## src/rtl/trend_detector.sv

```systemverilog
// trend_detector: classifies a signed temperature derivative stream as
// STABLE / RISING / FALLING. Entry uses th_up, and release uses the smaller
// of th_dn and th_up. Every transition needs a run of consecutive
// qualifying samples.
// Optional feature macro: TREND_DETECTOR_PEAK_EN (peak |dT_in| tracking).
//
// state     | meaning
// ----------+--------------------------------------------------------
// S_IDLE    | after reset/init; waiting for the first valid sample
// S_STABLE  | derivative within thresholds
// S_RISING  | sustained positive derivative at or above th_up
// S_FALLING | sustained negative derivative at or below -th_up
module trend_detector (
  input  logic              clk,
  input  logic              rst,
  input  logic signed [7:0] dT_in,
  input  logic              dt_valid,
  input  logic              init,
  input  logic [7:0]        th_up,
  input  logic [7:0]        th_dn,
  input  logic [7:0]        persist,
  output logic [1:0]        trend,
  output logic              trend_change,
  output logic              trend_valid,
  output logic [7:0]        dT_peak
);

  typedef enum logic [1:0] {S_IDLE, S_STABLE, S_RISING, S_FALLING} state_t;
  typedef enum logic [1:0] {C_NONE, C_RISE, C_FALL, C_STAB} cand_t;

  state_t state_q, state_d;
  cand_t  cand_q, cand_d, cand_now;
  logic [7:0] cnt_q, cnt_d, cnt_inc;
  logic       fire;

  // 9-bit signed compare operands, so thresholds 128..255 stay meaningful
  logic signed [8:0] d9, up9, nup9, rel9, nrel9;
  logic [7:0]        rel8, pe8;

  assign d9    = {dT_in[7], dT_in};
  assign up9   = {1'b0, th_up};
  assign nup9  = -up9;
  assign rel8  = (th_dn < th_up) ? th_dn : th_up;
  assign rel9  = {1'b0, rel8};
  assign nrel9 = -rel9;
  assign pe8   = (persist == 8'd0) ? 8'd1 : persist;

  function automatic state_t cand_to_state(input cand_t c);
    case (c)
      C_RISE:  cand_to_state = S_RISING;
      C_FALL:  cand_to_state = S_FALLING;
      default: cand_to_state = S_STABLE;
    endcase
  endfunction

  function automatic logic [1:0] enc_trend(input state_t s);
    case (s)
      S_RISING:  enc_trend = 2'b01;
      S_FALLING: enc_trend = 2'b10;
      default:   enc_trend = 2'b00;
    endcase
  endfunction

  // candidate transition implied by the current sample in the current state
  always_comb begin
    cand_now = C_NONE;
    case (state_q)
      S_STABLE: begin
        if (d9 >= up9)       cand_now = C_RISE;
        else if (d9 <= nup9) cand_now = C_FALL;
      end
      S_RISING: begin
        if (d9 <= nup9)      cand_now = C_FALL;
        else if (d9 < rel9)  cand_now = C_STAB;
      end
      S_FALLING: begin
        if (d9 >= up9)       cand_now = C_RISE;
        else if (d9 > nrel9) cand_now = C_STAB;
      end
      default: cand_now = C_NONE;
    endcase
  end

  // next state, persistence counter and candidate register
  always_comb begin
    state_d = state_q;
    cand_d  = cand_q;
    cnt_d   = cnt_q;
    fire    = 1'b0;
    // cand_q is never C_NONE when it matters, so a NONE sample cannot match it
    if (cand_now == cand_q)
      cnt_inc = (cnt_q == 8'hFF) ? cnt_q : cnt_q + 8'd1;
    else
      cnt_inc = 8'd1;

    if (init) begin
      state_d = S_IDLE;
      cand_d  = C_NONE;
      cnt_d   = 8'd0;
    end else if (dt_valid) begin
      if (state_q == S_IDLE) begin
        state_d = S_STABLE;
      end else if (cand_now == C_NONE) begin
        cnt_d = 8'd0;
      end else if (cnt_inc >= pe8) begin
        // >= so that lowering persist mid-run fires on the next matching sample
        fire    = 1'b1;
        state_d = cand_to_state(cand_now);
        cand_d  = C_NONE;
        cnt_d   = 8'd0;
      end else begin
        cand_d = cand_now;
        cnt_d  = cnt_inc;
      end
    end
  end

  // state, counter and candidate registers
  always_ff @(posedge clk) begin
    if (rst) begin
      state_q <= S_IDLE;
      cand_q  <= C_NONE;
      cnt_q   <= 8'd0;
    end else begin
      state_q <= state_d;
      cand_q  <= cand_d;
      cnt_q   <= cnt_d;
    end
  end

  // registered outputs derived from the next state
  always_ff @(posedge clk) begin
    if (rst) begin
      trend        <= 2'b00;
      trend_change <= 1'b0;
      trend_valid  <= 1'b0;
    end else begin
      trend        <= enc_trend(state_d);
      trend_change <= fire;
      trend_valid  <= (state_d != S_IDLE);
    end
  end

`ifdef TREND_DETECTOR_PEAK_EN
  logic [7:0] raw_d, abs_d;

  assign raw_d = dT_in;
  // |-128| does not fit in Q7.0, so it saturates to 127
  assign abs_d = raw_d[7] ? ((raw_d == 8'h80) ? 8'h7F : (~raw_d + 8'd1)) : raw_d;

  // peak |dT_in| since the last trend change, reloaded on the transition sample
  always_ff @(posedge clk) begin
    if (rst || init) begin
      dT_peak <= 8'd0;
    end else if (dt_valid && state_q != S_IDLE) begin
      if (fire)                dT_peak <= abs_d;
      else if (abs_d > dT_peak) dT_peak <= abs_d;
    end
  end
`else
  assign dT_peak = 8'd0;
`endif

endmodule

```

## config.mk

```make
export PLATFORM = sky130hd
export DESIGN_NAME = trend_detector
export DESIGN_NICKNAME = d
export VERILOG_FILES = /design/src/rtl/trend_detector.sv
export SDC_FILE = /design/constraint.sdc
export NUM_CORES = 1
export LEC_CHECK = 0
export BUFFER_PORTS_ARGS = -buffer_cell sky130_fd_sc_hd__buf_2
export CELL_PAD_IN_SITES_DETAIL_PLACEMENT = 2
export CELL_PAD_IN_SITES_GLOBAL_PLACEMENT = 2
export CORE_MARGIN = 2
export CORE_UTILIZATION = 35
export DETAILED_ROUTE_END_ITERATION = 7
export PLACE_DENSITY = 0.92
export SLEW_MARGIN = 20
export SYNTH_ARGS = -nofsm -noshare
export SYNTH_HDL_FRONTEND = slang
export SYNTH_SLANG_ARGS = --single-unit
```

## constraint.sdc

```tcl
create_clock -name clk -period 15.57 [get_ports clk]
set_clock_uncertainty 0.15 [all_clocks]
set_input_delay 0.7785 -clock clk [delete_from_list [all_inputs] [get_ports clk]]
set_output_delay 0.7785 -clock clk [all_outputs]
set_load 0.005 [all_outputs]
```

==> results_dict.tcl <==
set metrics [dict create \
    synth_top_area_share_pct 26.1 \
    fin_nets 443 \
    drive_above_1_share_pct 16.1 \
    area_growth_pct 12.5 \
    p_leak_nw 1.34 \
    synth_area_per_cell_um2 7.85 \
    cp_data_arrival_time_ps 7720 \
    ctsResizeCount 0 \
    min_path_type "flop to flop" \
    gp_congestion 0.824 \
    synth_ff_type "dfxtp_1" \
    io_pins 48 \
    regToRegSetupSlack_ps 11150 \
    portBuffers 39 \
    cp_top_family "compound AO/OA/AOI/OAI gates" \
    antenna_found_initial 0 \
    synth_edf_count 0 \
    h-tree-depth 1 \
    end_kind "flop" \
    nFillCells 849 \
    rows 30 \
    yosysUniqueCellTypes 57 \
    fp.dieW_um 88.3 \
    startpoint_type "primary input" \
    finalCritPeriodShare_pct 49.4 \
    worstSetupPathType "primary input to flop" \
    yosys_warnings 0 \
    max_clock_freq_mhz 130 \
    clkLatencyLatePin_ps 260 \
    tightest_slew_ps 834 \
    ctsHoldBuffers 0 \
    slew_headroom_pct 44.4 \
    synthCells 317 \
    final_common_cell "ha_1" \
    cts_buffers 3 \
    reg2reg_depth 16 \
    period_needed_ps 7690 \
    dp.final_hpwl_um 7370 \
    vias 2513 \
    routed_wirelength_um 8650 \
    cp.required_ps 15600 \
    drt_iter0_drc 68 \
    max_cap_viol_count 0 \
    clk_path_buf_depth 2 \
    outcome "finished clean" \
    ir_worst_vdd_uv 29.5 \
    antennaDiodeCount 0 \
    cp_common_cell "ha_1" \
    setup_tns_ps 0 \
    vias_per_cell 5.58 \
    ys_seq_elements 16 \
    drc_errors 0 \
    r2r-end "cnt_q[5]$_SDFFE_PP0P_" \
    grt-ovfl-total 0 \
    critical_path.max_stage_delay_ps 450 \
    dr.pass1.iters 4 \
    async_flop_share_pct 0 \
    grt_max_degree 11 \
    dieHeight_um 88.3 \
    hold_path_depth 2 \
    worstReg2RegStart "state_q[0]$_SDFF_PP0_" \
    path_buf_inv 2 \
    clock_sinks 16 \
    setup_viol 0 \
    worstPathMaxFanout 10 \
    use_met3_pct 2.71 \
    core-area_um2 6830 \
    min_from "cand_q[0]$_SDFFE_PP0P_" \
    hold_end "cand_q[0]$_SDFFE_PP0P_" \
    final_cell_mix "ha_1 (52), buf_2 (39), nor2_1 (33), inv_1 (30), a21oi_1 (22)" \
    wl_per_cell_um 19.2 \
    post_cts_buffers 0 \
    cts_tree "built" \
    synth_area_leaders "ha_1 (26%), dfxtp_1 (13%), nor2_1 (5.0%)" \
    synth_area_leader_cell "ha_1" \
    grt_use_met2_pct 42.0 \
    start_util_pct 36.4 \
    track_usage_pct 23.1 \
    post_dp_cell_area_um2 2740 \
    final_max_slew_viol_count 0 \
    dieArea_um2 7800 \
    critPathSlowestCell "mux2i_1" \
    clk_pin_slew_ps 60 \
    cts_root_buf "clkbuf_8" \
    final_cell_area_um2 2800 \
    drtAntennaViolNets 0 \
    met1_usage_pct 29.7 \
    hold_viol 0 \
    grt.busiest_layer "met2" \
    powerDensity_nw_per_um2 51.8 \
    grt_pass1_vias 2863 \
    yosysSeqAreaShare_pct 12.9 \
    rsz0062_at_grt "no" \
    grt_pass1_wl_um 14000 \
    synth_area_um2 2490 \
]
synthesized netlist by cell type, types with 5 or more instances:
cell	number
ha_1	52
nor2_1	33
inv_1	30
a21oi_1	22
nand2_1	20
dfxtp_1	16
o21ai_0	15
xnor2_1	11
nor3_1	9
buf_4	8
nand3_1	7
mux2i_1	5
nand2b_1	5
nand4_1	5
xor2_1	5
per-layer routing:
| metal | up-vias | wire (um) |
|---|---|---|
| met1 | 1246 | 3980 |
| met3 | 12 | 202 |
| met2 | 45 | 4350 |
| met4 | 0 | 113 |
| li1 | 1210 | - |
| met5 | - | 0 |
report_power, final:
part,switching [mW],leakage [nW],total (mW),internal [mW]
logic,0.0387,1.19,0.0645,0.0258
clock network,0.0165,0.0288,0.0390,0.0225
registers,0.000244,0.129,0.0414,0.0412
worst register-to-register path: cells and delay by family (launching register included):
kind	cells	cell delay, ps
fa+ha+maj	1	300
xor+xnor	1	390
simple gates	4	760
flops	1	430
compound gates	10	2300
worst max-delay path by stage:
stage | end | slack, ps | start | cells past startpoint
after floorplan | trend_valid$_SDFF_PP0_ | 8790 | th_up[1] | 30
after global placement | cnt_q[1]$_SDFFE_PP0P_ | 8140 | th_up[1] | 29
after detailed placement | cnt_q[5]$_SDFFE_PP0P_ | 7670 | th_up[1] | 29
after CTS | cnt_q[5]$_SDFFE_PP0P_ | 7900 | th_up[1] | 29
after global routing | cnt_q[5]$_SDFFE_PP0P_ | 7410 | th_up[1] | 29
final | cnt_q[5]$_SDFFE_PP0P_ | 7880 | th_up[1] | 29
per-stage QoR:
stage	setup WS (ps)	util, %	total power, mW	std cells	hold WS (ps)
floorplan	8790	-	0.0852	324	325
global placement	8140	40.2	0.101	446	351
finish	7880	41.0	0.145	450	394
global route	7410	41.0	0.155	450	426
CTS	7900	41.0	0.145	450	394
detailed placement	7670	40.2	0.106	446	363
logic make-up (layout without fill, tap and decap cells):
family                     count (synthesis)  count (layout)  share of synthesized area (%)
adders and majority gates                 52              52                           26.1
buffers and inverters                     43              73                           7.99
xor gates and xnor gates                  16              16                           5.63
DFF                                       16              16                           12.9
AOI/OAI and AO/OA                         83              83                           25.0
and+or+nand+nor                          101             101                           20.2
muxes                                      5               5                           2.01
other                                      1               8                          0.151
state kept, by name, indices dropped and copies added (netlist names):
| register | flops |
|---|---|
| trend_change | 1 |
| cnt_q | 8 |
| cand_q | 2 |
| state_q | 2 |
| trend | 2 |
| trend_valid | 1 |
cell type report:
type | instances | area (um^2) | share of cell area, %
repair buffers | 39 | 195 | 6.97
clock buffers | 4 | 55.1 | 1.97
inverters | 30 | 113 | 4.02
flip-flops and latches | 16 | 320 | 11.4
well taps | 96 | 120 | 4.29
multi-input cells | 265 | 2000 | 71.3
Note: power is estimated with default switching activity, not from simulation.
